**config.mk**
```make
export PLATFORM = sky130hd
export DESIGN_NAME = cordic_angle_reducer_flat
export DESIGN_NICKNAME = d
export VERILOG_FILES = /design/src/rtl/cordic_angle_pkg.sv /design/src/rtl/cordic_angle_reducer_if.sv /design/src/rtl/cordic_region_classify.sv /design/src/rtl/cordic_angle_reducer.sv /design/src/flat_wrapper.sv
export SDC_FILE = /design/constraint.sdc
export NUM_CORES = 1
export LEC_CHECK = 0
export BUFFER_PORTS_ARGS = -buffer_cell sky130_fd_sc_hd__buf_2
export CAP_MARGIN = 40
export CORE_MARGIN = 8
export CORE_UTILIZATION = 50
export DETAILED_ROUTE_END_ITERATION = 12
export GPL_TIMING_DRIVEN = 0
export PLACE_DENSITY = 0.71
export SYNTH_ARGS = -nofsm -noshare
export SYNTH_HDL_FRONTEND = slang
export SYNTH_SLANG_ARGS = --single-unit
```
**constraint.sdc**
```tcl
create_clock -name clk -period 4 [get_ports clk]
set_input_delay 0 -clock clk [delete_from_list [all_inputs] [get_ports clk]]
set_output_delay 0 -clock clk [all_outputs]
set_load 0.01 [all_outputs]
```
**src/rtl/cordic_angle_pkg.sv**
```systemverilog
// Shared constants, state encoding and region codes for the CORDIC angle reducer.
package cordic_angle_pkg;

  localparam int unsigned ANGLE_W = 32;

  // Q3.29 multiples of pi/2
  localparam logic [ANGLE_W-1:0] PI_HALF       = 32'h3243F6A9;
  localparam logic [ANGLE_W-1:0] PI            = 32'h6487ED51;
  localparam logic [ANGLE_W-1:0] THREE_PI_HALF = 32'h96CBE3FA;
  localparam logic [ANGLE_W-1:0] TWO_PI        = 32'hC90FDAA2;

  typedef enum logic [2:0] {
    ST_IDLE,
    ST_WRAP,
    ST_CLASS,
    ST_LAUNCH,
    ST_WAIT,
    ST_DONE
  } state_e;

  typedef enum logic [1:0] {
    REGION_Q1 = 2'b00,
    REGION_Q2 = 2'b01,
    REGION_Q3 = 2'b10,
    REGION_Q4 = 2'b11
  } region_e;

endpackage

```
**src/rtl/cordic_angle_reducer_if.sv**
```systemverilog
// Requester and CORDIC-core handshake bundle for the angle reducer.
interface cordic_angle_reducer_if #(
  parameter int unsigned ANGLE_W = cordic_angle_pkg::ANGLE_W
);
  logic               start;
  logic [ANGLE_W-1:0] angle_in;
  logic               operation_in;
  logic               ack_result;
  logic               ready_CORDIC;
  logic               busy;
  logic               done;
  logic               beg_FSM_CORDIC;
  logic               ACK_FSM_CORDIC;
  logic               operation;
  logic [1:0]         shift_region_flag;
  logic [ANGLE_W-1:0] angle_red;
  logic               sign_neg;

  modport master (
    output start, angle_in, operation_in, ack_result, ready_CORDIC,
    input  busy, done, beg_FSM_CORDIC, ACK_FSM_CORDIC, operation,
           shift_region_flag, angle_red, sign_neg
  );

  modport slave (
    input  start, angle_in, operation_in, ack_result, ready_CORDIC,
    output busy, done, beg_FSM_CORDIC, ACK_FSM_CORDIC, operation,
           shift_region_flag, angle_red, sign_neg
  );
endinterface

```
**src/rtl/cordic_region_classify.sv**
```systemverilog
// Folds a wrapped angle in [0, 2pi) onto [0, pi/2] and derives the result sign.
module cordic_region_classify
  import cordic_angle_pkg::*;
(
  input  logic [ANGLE_W-1:0] a_r,
  input  logic               operation,
  output region_e            flag_c,
  output logic [ANGLE_W-1:0] phi_c,
  output logic               sign_neg_c
);

  // Comparison order guarantees every subtraction is non-negative
  always_comb begin
    flag_c = REGION_Q1;
    phi_c  = a_r;
    if (a_r < PI_HALF) begin
      flag_c = REGION_Q1;
      phi_c  = a_r;
    end else if (a_r < PI) begin
      flag_c = REGION_Q2;
      phi_c  = a_r - PI_HALF;
    end else if (a_r < THREE_PI_HALF) begin
      flag_c = REGION_Q3;
      phi_c  = THREE_PI_HALF - a_r;
    end else begin
      flag_c = REGION_Q4;
      phi_c  = TWO_PI - a_r;
    end
    // sine is negative in Q3/Q4, cosine in Q2/Q3
    if (operation) sign_neg_c = (flag_c == REGION_Q3) || (flag_c == REGION_Q4);
    else           sign_neg_c = (flag_c == REGION_Q2) || (flag_c == REGION_Q3);
  end

endmodule

```
**src/rtl/cordic_angle_reducer.sv**
```systemverilog
// Reduces an angle modulo 2pi to the first quadrant and hands it to the CORDIC core.
module cordic_angle_reducer
  import cordic_angle_pkg::*;
(
  input  logic                 clk,
  input  logic                 reset,
  cordic_angle_reducer_if.slave bus
);

  state_e             state_q, state_d;
  logic [ANGLE_W-1:0] a_r_q, a_r_d;
  logic [ANGLE_W-1:0] angle_red_q, angle_red_d;
  region_e            flag_q, flag_d;
  logic               sign_neg_q, sign_neg_d;
  logic               operation_q, operation_d;
  logic               busy_q, busy_d;
  logic               done_q, done_d;
  logic               beg_q, beg_d;

  region_e            flag_c;
  logic [ANGLE_W-1:0] phi_c;
  logic               sign_neg_c;

  cordic_region_classify u_classify (
    .a_r        (a_r_q),
    .operation  (operation_q),
    .flag_c     (flag_c),
    .phi_c      (phi_c),
    .sign_neg_c (sign_neg_c)
  );

  always_comb begin
    state_d     = state_q;
    a_r_d       = a_r_q;
    angle_red_d = angle_red_q;
    flag_d      = flag_q;
    sign_neg_d  = sign_neg_q;
    operation_d = operation_q;
    unique case (state_q)
      ST_IDLE: begin
        if (bus.start) begin
          a_r_d       = bus.angle_in;
          operation_d = bus.operation_in;
          state_d     = ST_WRAP;
        end
      end
      ST_WRAP: begin
        // 8 - 2pi < 2pi, so a single conditional subtract completes the modulo
        if (a_r_q >= TWO_PI) a_r_d = a_r_q - TWO_PI;
        state_d = ST_CLASS;
      end
      ST_CLASS: begin
        angle_red_d = phi_c;
        flag_d      = flag_c;
        sign_neg_d  = sign_neg_c;
        state_d     = ST_LAUNCH;
      end
      ST_LAUNCH: state_d = ST_WAIT;
      ST_WAIT:   if (bus.ready_CORDIC) state_d = ST_DONE;
      ST_DONE:   if (bus.ack_result)   state_d = ST_IDLE;
      default:   state_d = ST_IDLE;
    endcase
    // Status flags are registered copies of the upcoming state
    busy_d = (state_d != ST_IDLE);
    done_d = (state_d == ST_DONE);
    beg_d  = (state_d == ST_LAUNCH);
  end

  always_ff @(posedge clk) begin
    if (!reset) begin
      state_q     <= ST_IDLE;
      a_r_q       <= '0;
      angle_red_q <= '0;
      flag_q      <= REGION_Q1;
      sign_neg_q  <= 1'b0;
      operation_q <= 1'b0;
      busy_q      <= 1'b0;
      done_q      <= 1'b0;
      beg_q       <= 1'b0;
    end else begin
      state_q     <= state_d;
      a_r_q       <= a_r_d;
      angle_red_q <= angle_red_d;
      flag_q      <= flag_d;
      sign_neg_q  <= sign_neg_d;
      operation_q <= operation_d;
      busy_q      <= busy_d;
      done_q      <= done_d;
      beg_q       <= beg_d;
    end
  end

  assign bus.busy              = busy_q;
  assign bus.done              = done_q;
  assign bus.beg_FSM_CORDIC    = beg_q;
  assign bus.ACK_FSM_CORDIC    = (state_q == ST_DONE) && bus.ack_result;
  assign bus.operation         = operation_q;
  assign bus.shift_region_flag = flag_q;
  assign bus.angle_red         = angle_red_q;
  assign bus.sign_neg          = sign_neg_q;

endmodule

```
**src/flat_wrapper.sv**
```systemverilog
// flat-port wrapper written by rule: the top's interface ports become plain ports
module cordic_angle_reducer_flat import cordic_angle_pkg::*;
  (clk, reset, bus_start, bus_angle_in, bus_operation_in, bus_ack_result, bus_ready_CORDIC, bus_busy, bus_done, bus_beg_FSM_CORDIC, bus_ACK_FSM_CORDIC, bus_operation, bus_shift_region_flag, bus_angle_red, bus_sign_neg);
  cordic_angle_reducer_if bus_i ();
  input  logic clk;
  input  logic reset;
  input wire logic [$bits(bus_i.start)-1:0] bus_start;
  input wire logic [$bits(bus_i.angle_in)-1:0] bus_angle_in;
  input wire logic [$bits(bus_i.operation_in)-1:0] bus_operation_in;
  input wire logic [$bits(bus_i.ack_result)-1:0] bus_ack_result;
  input wire logic [$bits(bus_i.ready_CORDIC)-1:0] bus_ready_CORDIC;
  output wire logic [$bits(bus_i.busy)-1:0] bus_busy;
  output wire logic [$bits(bus_i.done)-1:0] bus_done;
  output wire logic [$bits(bus_i.beg_FSM_CORDIC)-1:0] bus_beg_FSM_CORDIC;
  output wire logic [$bits(bus_i.ACK_FSM_CORDIC)-1:0] bus_ACK_FSM_CORDIC;
  output wire logic [$bits(bus_i.operation)-1:0] bus_operation;
  output wire logic [$bits(bus_i.shift_region_flag)-1:0] bus_shift_region_flag;
  output wire logic [$bits(bus_i.angle_red)-1:0] bus_angle_red;
  output wire logic [$bits(bus_i.sign_neg)-1:0] bus_sign_neg;
  assign bus_i.start = bus_start;
  assign bus_i.angle_in = bus_angle_in;
  assign bus_i.operation_in = bus_operation_in;
  assign bus_i.ack_result = bus_ack_result;
  assign bus_i.ready_CORDIC = bus_ready_CORDIC;
  assign bus_busy = bus_i.busy;
  assign bus_done = bus_i.done;
  assign bus_beg_FSM_CORDIC = bus_i.beg_FSM_CORDIC;
  assign bus_ACK_FSM_CORDIC = bus_i.ACK_FSM_CORDIC;
  assign bus_operation = bus_i.operation;
  assign bus_shift_region_flag = bus_i.shift_region_flag;
  assign bus_angle_red = bus_i.angle_red;
  assign bus_sign_neg = bus_i.sign_neg;
  cordic_angle_reducer u_core (.clk(clk), .reset(reset), .bus(bus_i));
endmodule
```
==> impl_metrics.tcl <==
set metrics [dict create \
    cts_max_level 3 \
    tightest_slew_ps 886 \
    top_layer "met5" \
    combPwrFrac 0.419 \
    maxCapViolCount 0 \
    path_delay_family "compound AO/OA/AOI/OAI gates" \
    cts_tree "done" \
    overflow 0 \
    synth-main-ff-cell "dfxtp_1" \
    critical_path_class "reg -> reg" \
    syn_inst 911 \
    track_usage 0.344 \
    post-route-drc-count 0 \
    syn_area_um2 6330 \
    grt_pass1_vias 7480 \
    fmax_ghz 0.263 \
    dp_slack_ps 335 \
    power.leakage_uw 0.00284 \
    antenna_cells 0 \
    worstSetupPathDepth 10 \
    path_cells "inv_1, ha_1, nor4b_1, o221a_2, o41ai_2, buf_2, buf_1, o311ai_0, o2111ai_1, nand3_1" \
    dieArea_um2 16500 \
    hpwlAfterDp_um 21800 \
    rr_worst_depth 10 \
    status "finished, final reports clean" \
    swShare 0.434 \
    area.growth.synth_to_final_pct 15.9 \
    hold_depth 5 \
    internal_power_uw 1630 \
    layout.nets 1055 \
    met1_length_um 11200 \
    ys_warn_count 0 \
    syn_nets 955 \
    coreArea_um2 12500 \
    critPathSlowestCell "o41ai_2" \
    max_slew_margin 0.410 \
    crit_path_start_kind "flip-flop" \
    clk_path_buf_depth 2 \
    grt_pass1_wl_um 43400 \
    synth-seq-area-share 0.234 \
    setup_viol 0 \
    post_route_cells_drive_above_1_share 0.146 \
    ioPinCount 78 \
    crit_path_max_incr_delay_ps 740 \
    rows 41 \
    ctsRootBufferMaster "clkbuf_16" \
    synth.distinct_cells 89 \
    synth_edf_count 0 \
    irDropWorstVdd_mv 0.242 \
    synth-async-reset-ratio 0 \
    arrival_ps 4040 \
    critPathRequiredTime_ps 4240 \
    cts.sinks 74 \
    first_pass_iters 6 \
    rsz0062_at_grt "false" \
    chipWidth_um 128 \
    cts_setup_buffers 0 \
    numCtsBuffers 9 \
    num_vias 8034 \
    hold_violations 0 \
    wl_per_cell_um 24.1 \
    setup_ws_ps 193 \
    endpoint_kind "flip-flop" \
    synth.avg_cell_area_um2 6.94 \
    period_share 0.952 \
    p_switching_uw 1250 \
    grt_max_degree 14 \
    cts.hold.buffers_added 9 \
    clk_latency_ps 360 \
    start_util 0.507 \
    final_cell_mix "buf_2, o21ai_0, nand2_1" \
    clockPowerShare 0.279 \
    finalMaxSlewViolations 0 \
    ys_ff_latch 74 \
    ant_nets 0 \
    io_buffers 77 \
    cts-resized-gates 0 \
    final_common_cell "buf_2" \
    antenna_found_initial 1 \
    wl_met2_um 13400 \
    wl_met3_um 3000 \
    fill_cells 1235 \
    skew_ps 8.84 \
    hold_class "in -> reg" \
    crit_fanout 10 \
    drt_wl_total_um 28600 \
    drt_iter0_drc 1110 \
    period_needed_ps 3810 \
    worst-path-buf-inv 3 \
    cts.reportedPaths.clkPinSlew_ps 70 \
    power-per-cell-area_nw_per_um2 393 \
    vias_per_cell 6.76 \
    die_y_um 128 \
    finalSetupTns_ps 0 \
    seqPwrFrac 0.303 \
    gp_congestion 0.992 \
]
==> final cells by class <==
type,count,area [um^2],share of cell area
clock inverters,5,38.8,0.00529
clock buffers,11,243,0.0331
inverters,21,78.8,0.0107
repair buffers,89,505,0.0689
multi-input cells,725,4370,0.596
plain buffers,91,403,0.0549
well taps,172,215,0.0293
flip-flops and latches,74,1480,0.202
==> cell families (layout without fill, tap and decap cells) <==
family,count (synthesis),count (layout),synth area share
adders and majority gates,6,6,0.0119
AOI/OAI and AO/OA,350,350,0.364
buffers and inverters,112,217,0.0761
DFF,74,74,0.234
muxes,14,14,0.0222
and+or+nand+nor,344,344,0.276
xor gates and xnor gates,11,11,0.0152
==> worst min-delay path: stages <==
cell and delay, ps:
buf_2 100, nand2_1 40, o21ai_0 60, nand2_1 60, a21oi_1 50
==> routing by layer <==
layer / global-route usage / vias up
li1: - / 3632
met5: 0 / -
met3: 0.0699 / 80
met4: 0.173 / 2
met1: 0.429 / 3789
met2: 0.553 / 531
==> Yosys cell counts, drive strengths merged, types with 4 or more instances <==
cell / count / area, um^2
a2111oi: 6 / 53.8
a211oi: 14 / 110
a21o: 9 / 67.6
a21oi: 85 / 425
a221oi: 4 / 35.0
a22oi: 13 / 97.6
a311oi: 5 / 43.8
a31o: 5 / 43.8
a31oi: 11 / 68.8
a32o: 4 / 40.0
and2: 9 / 58.8
and3: 12 / 75.1
and4: 5 / 43.8
buf: 34 / 189
clkbuf: 57 / 214
dfxtp: 74 / 1480
ha: 6 / 75.1
inv: 20 / 75.1
mux2i: 14 / 140
nand2: 91 / 352
nand2b: 6 / 37.5
nand3: 25 / 125
nand4: 14 / 103
nor2: 86 / 325
nor2b: 5 / 31.3
nor3: 37 / 190
nor3b: 8 / 60.1
nor4: 9 / 56.3
nor4b: 4 / 35.0
o2111ai: 6 / 52.6
o211ai: 12 / 90.1
o21a: 7 / 52.6
o21ai: 96 / 484
o22ai: 7 / 43.8
o311ai: 6 / 52.6
o31ai: 17 / 128
o41ai: 6 / 60.1
or3: 13 / 81.3
or4: 6 / 45.0
xnor2: 7 / 61.3
xor2: 4 / 35.0
==> final timing paths <==
| check | startpoint | slack (ps) | to |
|---|---|---|---|
| setup / recovery | u_core.a_r_q[1] | 190 | u_core.bus.angle_red[4] |
| hold / removal | bus_angle_in[24] | 8 | u_core.a_r_q[24] |
| setup reg to reg | u_core.a_r_q[1] | 190 | u_core.bus.angle_red[4] |
| hold reg to reg | u_core.bus.sign_neg | 440 | u_core.bus.sign_neg |
==> state kept, by name, indices dropped and copies added (netlist names), 2 cells and up <==
register	count
u_core.a_r_q	32
u_core.bus.angle_red	32
u_core.state_q	3
u_core.bus.shift_region_flag	2
==> metrics by stage <==
| step | hold slack, ps | power (uW) | cells | util | cell area (um^2) |
|---|---|---|---|---|---|
| 2_1_floorplan | 121 | 1640 | 911 | - | 6330 |
| 3_3_place_gp | 238 | 2030 | 1160 | 0.556 | 6930 |
| 3_5_place_dp | 244 | 2030 | 1163 | 0.558 | 6960 |
| 4_1_cts | 0.273 | 2840 | 1188 | 0.588 | 7330 |
| 5_1_grt | 16.2 | 3000 | 1188 | 0.588 | 7330 |
| 6_report | 8.39 | 2880 | 1188 | 0.588 | 7330 |
==> power groups by stage <==
stage	sequential [uW]	clock [uW]	combinational [uW]
2_1_floorplan	884	0	758
3_3_place_gp	884	0	1140
3_5_place_dp	885	0	1150
4_1_cts	869	803	1160
5_1_grt	882	835	1290
6_report	873	804	1210
No activity file was read; power rests on OpenSTA's default activity.
